<file path="config.mk">
export PLATFORM = sky130hd
export DESIGN_NAME = pic_host_sequencer
export DESIGN_NICKNAME = d
export VERILOG_FILES = /design/src/rtl/pic_host_sequencer.sv
export SDC_FILE = /design/constraint.sdc
export NUM_CORES = 1
export LEC_CHECK = 0
export CAP_MARGIN = 10
export CORE_UTILIZATION = 35
export DETAILED_ROUTE_END_ITERATION = 10
export GPL_ROUTABILITY_DRIVEN = 0
export GPL_TIMING_DRIVEN = 0
export PLACE_DENSITY = 0.63
export SLEW_MARGIN = 0
export SYNTH_ARGS = -nofsm -noshare
export SYNTH_HDL_FRONTEND = slang
export SYNTH_SLANG_ARGS = --single-unit
</file>
<file path="constraint.sdc">
create_clock -name clk -period 3.5 [get_ports clk]
set_clock_uncertainty 0.2 [all_clocks]
set_input_delay 0.875 -clock clk [delete_from_list [all_inputs] [get_ports clk]]
set_output_delay 0.875 -clock clk [all_outputs]
set_load 0.01 [all_outputs]
</file>
<file path="src/rtl/pic_host_sequencer.sv">
// Host-side bus sequencer for an 8259-style PIC: init words, OCW writes, status reads and INTA cycles.
// Each bus cycle takes SETUP + STROBE_CYCLES + GAP_CYCLES clocks; losing requests are held by the host until served.
module pic_host_sequencer #(
  parameter int unsigned STROBE_CYCLES = 2,
  parameter int unsigned GAP_CYCLES    = 1
) (
  input  logic       clk,
  input  logic       rst_neg,
  input  logic       cfg_start,
  input  logic [7:0] icw1,
  input  logic [7:0] icw2,
  input  logic [7:0] icw4,
  input  logic [7:0] ocw1,
  input  logic       irq,
  input  logic       ack_en,
  input  logic       wr_req,
  input  logic       wr_a0,
  input  logic [7:0] wr_data,
  input  logic       rd_req,
  input  logic       rd_a0,
  output logic       cs_neg,
  output logic       wr_neg,
  output logic       rd_neg,
  output logic       inta_neg,
  output logic       a0,
  output logic [7:0] bus_out,
  output logic       bus_oe,
  input  logic [7:0] bus_in,
  output logic [7:0] vector,
  output logic       vector_valid,
  output logic [7:0] rd_data,
  output logic       rd_valid,
  output logic       wr_ack,
  output logic       cfg_done,
  output logic       busy
);

  typedef enum logic [2:0] {
    IDLE, SETUP, STROBE, GAP, INTA1, INTA_GAP, INTA2, DONE
  } state_t;

  localparam logic [3:0] STB_LD = 4'(STROBE_CYCLES - 1);
  localparam logic [3:0] GAP_LD = 4'(GAP_CYCLES - 1);

  state_t          state_q, state_d;
  logic [3:0]      cnt_q, cnt_d;
  logic [1:0]      idx_q, idx_d;
  logic            is_init_q, is_init_d;
  logic            is_rd_q, is_rd_d;
  logic [7:0]      hdat_q, hdat_d;
  logic            ha0_q, ha0_d;
  logic [3:0][7:0] words_q, words_d;
  logic            cfg_done_q, cfg_done_d;
  logic [7:0]      rd_data_q, rd_data_d;
  logic            rd_valid_q, rd_valid_d;
  logic            wr_ack_q, wr_ack_d;
  logic [7:0]      vector_q, vector_d;
  logic            vector_valid_q, vector_valid_d;

  logic [7:0] cur_dat;
  logic       cur_a0;
  logic       cyc_active;

  always_ff @(posedge clk or negedge rst_neg) begin
    if (!rst_neg) begin
      state_q        <= IDLE;
      cnt_q          <= '0;
      idx_q          <= '0;
      is_init_q      <= 1'b0;
      is_rd_q        <= 1'b0;
      hdat_q         <= '0;
      ha0_q          <= 1'b0;
      words_q        <= '0;
      cfg_done_q     <= 1'b0;
      rd_data_q      <= '0;
      rd_valid_q     <= 1'b0;
      wr_ack_q       <= 1'b0;
      vector_q       <= '0;
      vector_valid_q <= 1'b0;
    end else begin
      state_q        <= state_d;
      cnt_q          <= cnt_d;
      idx_q          <= idx_d;
      is_init_q      <= is_init_d;
      is_rd_q        <= is_rd_d;
      hdat_q         <= hdat_d;
      ha0_q          <= ha0_d;
      words_q        <= words_d;
      cfg_done_q     <= cfg_done_d;
      rd_data_q      <= rd_data_d;
      rd_valid_q     <= rd_valid_d;
      wr_ack_q       <= wr_ack_d;
      vector_q       <= vector_d;
      vector_valid_q <= vector_valid_d;
    end
  end

  always_comb begin
    state_d        = state_q;
    cnt_d          = cnt_q;
    idx_d          = idx_q;
    is_init_d      = is_init_q;
    is_rd_d        = is_rd_q;
    hdat_d         = hdat_q;
    ha0_d          = ha0_q;
    words_d        = words_q;
    cfg_done_d     = cfg_done_q;
    rd_data_d      = rd_data_q;
    rd_valid_d     = 1'b0;
    wr_ack_d       = 1'b0;
    vector_d       = vector_q;
    vector_valid_d = 1'b0;

    unique case (state_q)
      IDLE: begin
        // Priority: init, interrupt acknowledge, host write, host read.
        if (cfg_start) begin
          words_d    = {ocw1, icw4, icw2, icw1};
          idx_d      = 2'd0;
          is_init_d  = 1'b1;
          is_rd_d    = 1'b0;
          cfg_done_d = 1'b0;
          state_d    = SETUP;
        end else if (irq && ack_en && cfg_done_q) begin
          cnt_d   = STB_LD;
          state_d = INTA1;
        end else if (wr_req) begin
          is_init_d = 1'b0;
          is_rd_d   = 1'b0;
          hdat_d    = wr_data;
          ha0_d     = wr_a0;
          state_d   = SETUP;
        end else if (rd_req) begin
          is_init_d = 1'b0;
          is_rd_d   = 1'b1;
          ha0_d     = rd_a0;
          state_d   = SETUP;
        end
      end
      SETUP: begin
        cnt_d   = STB_LD;
        state_d = STROBE;
      end
      STROBE: begin
        if (cnt_q == 4'd0) begin
          cnt_d   = GAP_LD;
          state_d = GAP;
          if (is_rd_q) begin
            rd_data_d  = bus_in;
            rd_valid_d = 1'b1;
          end else if (!is_init_q) begin
            wr_ack_d = 1'b1;
          end
        end else begin
          cnt_d = cnt_q - 4'd1;
        end
      end
      GAP: begin
        if (cnt_q == 4'd0) begin
          if (!is_init_q) begin
            state_d = IDLE;
          end else if (idx_q == 2'd3) begin
            cfg_done_d = 1'b1;
            state_d    = DONE;
          end else begin
            idx_d   = idx_q + 2'd1;
            state_d = SETUP;
          end
        end else begin
          cnt_d = cnt_q - 4'd1;
        end
      end
      INTA1: begin
        if (cnt_q == 4'd0) begin
          cnt_d   = GAP_LD;
          state_d = INTA_GAP;
        end else begin
          cnt_d = cnt_q - 4'd1;
        end
      end
      INTA_GAP: begin
        if (cnt_q == 4'd0) begin
          cnt_d   = STB_LD;
          state_d = INTA2;
        end else begin
          cnt_d = cnt_q - 4'd1;
        end
      end
      INTA2: begin
        // The sequence runs to completion regardless of irq/ack_en once started.
        if (cnt_q == 4'd0) begin
          vector_d       = bus_in;
          vector_valid_d = 1'b1;
          state_d        = IDLE;
        end else begin
          cnt_d = cnt_q - 4'd1;
        end
      end
      DONE: begin
        is_init_d = 1'b0;
        state_d   = IDLE;
      end
      default: state_d = IDLE;
    endcase
  end

  assign cur_dat    = is_init_q ? words_q[idx_q] : hdat_q;
  assign cur_a0     = is_init_q ? (idx_q != 2'd0) : ha0_q;
  assign cyc_active = (state_q == SETUP) || (state_q == STROBE);

  assign cs_neg       = !cyc_active;
  assign wr_neg       = !((state_q == STROBE) && !is_rd_q);
  assign rd_neg       = !((state_q == STROBE) && is_rd_q);
  assign inta_neg     = !((state_q == INTA1) || (state_q == INTA2));
  assign a0           = cyc_active ? cur_a0 : 1'b0;
  assign bus_oe       = cyc_active && !is_rd_q;
  assign bus_out      = bus_oe ? cur_dat : 8'h00;
  assign vector       = vector_q;
  assign vector_valid = vector_valid_q;
  assign rd_data      = rd_data_q;
  assign rd_valid     = rd_valid_q;
  assign wr_ack       = wr_ack_q;
  assign cfg_done     = cfg_done_q;
  assign busy         = (state_q != IDLE);

endmodule

</file>
==> metrics <==
number of design rule violations left after detail routing 0; DP Wirelength 5800 um; Pre-antenna DRT Iters 4; detailed-route via count 2,450; FF-to-FF setup slack 1.01 ns; post-synthesis sequential element count 72; horizontal extent of the die 101 um; CTS tree done; WL per Instance 16.1 um; Worst Hold Class input port to asynchronous set/reset pin; minimum setup slack after placement 0.144 ns; Remaining Overflow, GRT 0; pin count of the biggest net entering global routing 40; Max Cap Viol 0; Crit Path Max Fanout 10; global-route wire length before repair 13,000 um; number of antenna-violating nets in the routed design 0; count of buffer and inverter cells on the critical path 2; netlist area before placement 3430 um2; Synth Net Count 329; kind of critical path flop to output port; diode insertion count for antenna repair 0; Tightest Pin Transition 0.744 ns; post-layout instance count excluding filler cells 503; number of distinct library cells after synthesis 47; fraction of the yosys area taken by sequential cells 52.5%; Synth Warn # 0; number of antenna violations at the first check in global routing 0; via count of the first global-routing pass 2,532; die area 10,200 um2; library cell with the largest summed area after synthesis dfrtp_1; portion of synthesized cell area occupied by the leading cell type 52.5%; asr flop ratio synth 100%; leakage component of the power 1.97 nW; initial core utilization 36.6%; Peak supply drop 0.391 mV; Top Family by Delay on Critical Path buffers and inverters; unrepaired setup endpoints after global routing no; Crit. Startpoint state_q[1]; required time at the endpoint of the critical path 2.42 ns; number of setup violations in the final report 0; CTS clock-pin slew for the worst setup and hold paths 0.07 ns; core region area 9370 um2; row count 35; Area Overhead vs Synth 36.8%; htree depth 3; Layout Nets 430; synth top area cells dfrtp_1 52%, mux2_2 18%, mux4_2 5.2%, mux2i_1 2.3%, nor2_1 1.7%; Skew-Pair Late Insertion Delay 0.34 ns; average footprint of a synthesized cell 12.8 um2; ratio of cells with drive above 1 in the final layout 26.5%; crit path launch type flop; Max stage delay cell, worst path clkdlybuf4s50_1; crit end category output port; critical path, cell by cell buf_2 -> nor2b_1 -> o21bai_1 -> or2_4 -> nor2_1 -> clkdlybuf4s50_1; TritonCTS Sinks 72; via-per-instance ratio 4.87; Inserted Clock Buffers 9; number of hold violations in the final report 0; clock root cell clkbuf_8; I/O Pins 92; Chip Height 101 um; number of enable flip-flop cells after synthesis 0; final WL 8090 um; Reg-to-Reg Start cnt_q[0]; 1st-iter DRT viols 46; shortest clock period the worst path allows after layout 3.34 ns; Cells after Synth 268; Achievable Freq 0.300 GHz; count of input and output buffers 90; Slew Limit Headroom 50.3%; maximum single-stage delay on the critical path 0.56 ns; share of the clock period used by the worst path 95.4%; post-route worst setup slack 0.162 ns; depth of the worst register-to-register path 5; post-CTS repair timing setup buffer count 0; predominant post-synthesis flop cell dfrtp_1; clock buffer depth 2; run status finished, final reports clean; Crit path arrival time 2.26 ns; Final Max Slew Viols 0; total stage count of the critical path 6; Hold Buf Count CTS 0; cell total after placement 488; pwr dens 771 nW/um2; overall fraction of global-route tracks in use 17.1%; worst flop-to-flop path endpoint rd_data[5]
[power by group]
| part | leakage (nW) | internal, mW | total, mW | switching [mW] |
|---|---|---|---|---|
| clock network | 0.0822 | 0.281 | 0.599 | 0.318 |
| registers | 0.879 | 1.20 | 1.40 | 0.203 |
| logic | 1.01 | 0.923 | 1.62 | 0.700 |
[sequential cells by signal, indices dropped and copies added (netlist names)]
signal        cells
cfg_done          1
cnt_q             4
ha0_q             1
hdat_q            8
idx_q             2
is_init_q         1
is_rd_q           1
rd_data           8
rd_valid          1
state_q           3
vector            8
vector_valid      1
words_q          32
wr_ack            1
[cell families after synthesis]
| group | share of synthesized area (%) |
|---|---|
| AOI/OAI and AO/OA | 5.36 |
| xor gates and xnor gates | 0.765 |
| adders and majority gates | 1.75 |
| buffers and inverters | 3.75 |
| DFF | 52.5 |
| muxes | 26.3 |
| and+or+nand+nor | 9.65 |
[synth_stat cells, types with 3 or more instances]
cell type,number
clkbuf_1,9
o21ai_0,3
mux2_2,56
ha_1,4
nand2_1,9
nor2_1,16
a21oi_1,5
o22ai_1,4
mux2i_1,8
nor3_1,4
buf_2,3
buf_4,4
mux4_2,8
inv_1,11
nor2b_1,4
nand3_1,9
a21o_1,3
dfrtp_1,72
[worst max path at each step]
stage / end / slack, ns
5_1_grt: bus_out[5] / 0.005
3_5_place_dp: bus_out[0] / 0.14
4_1_cts: bus_out[0] / 0.006
3_3_place_gp: words_q[26] / -1.22
6_report: bus_out[0] / 0.16
2_1_floorplan: bus_out[0] / 0.96
[metal layers]
layer | GRT usage [%] | part of all wire (%) | wire [um]
met4 | 4.24 | 0.77 | 62
met3 | 4.65 | 5.3 | 427
met5 | 0 | 0 | 0
met2 | 28.2 | 49 | 3950
met1 | 22.3 | 45 | 3650
[cells in the final DEF (no fill, tap or decap), types with 2 or more instances in the layout]
cell type / netlist / layout
ha_1: 4 / 4
nor2_1: 16 / 16
nand2_1: 9 / 9
a2bb2oi_1: 2 / 2
nor3_4: 2 / 2
a21oi_1: 5 / 5
o22ai_1: 4 / 4
mux2i_1: 8 / 8
and3_1: 2 / 2
o21ai_0: 3 / 3
o211ai_1: 2 / 2
clkbuf_8: 0 / 10
clkbuf_1: 9 / 7
nand3_1: 9 / 9
mux4_2: 8 / 8
clkbuf_2: 1 / 3
clkinvlp_4: 0 / 3
nor2b_1: 4 / 4
nand2b_1: 2 / 2
nor3_1: 4 / 4
mux2_2: 56 / 56
xnor2_1: 2 / 2
clkdlybuf4s50_1: 0 / 89
o21ai_1: 2 / 2
buf_2: 3 / 2
buf_4: 4 / 6
dfrtp_1: 72 / 72
a21o_1: 3 / 3
inv_1: 11 / 11
[metrics by stage]
step / hold slack, ns / instance area, um2 / total power [mW] / util, % / TNS (ns)
6_report: 0.282 / 4700 / 3.62 / 50.1 / 0
5_1_grt: 0.305 / 4700 / 3.89 / 50.1 / 0
4_1_cts: 0.288 / 4700 / 3.67 / 50.1 / 0
3_5_place_dp: 0.274 / 4510 / 3.05 / 48.2 / 0
3_3_place_gp: 0.272 / 4500 / 3.00 / 48.0 / -87.77
2_1_floorplan: 0.253 / 3430 / 2.47 / - / 0
[layout make-up]
type	count	area, um2
sequential	72	1800
tap	129	161
inverter	12	45.0
fill	879	4670
buffer	16	85.1
timing repair buffer	91	918
clock buffer	11	141
clock inverter	5	40.0
multi-input combinational	167	1510
[timing repair]
item	4_1_cts	5_1_grt
setup endpoints to repair	10	8
resized for setup	3	1
endpoints found under the hold margin	0	0
No activity file was read; power rests on OpenSTA's default activity.
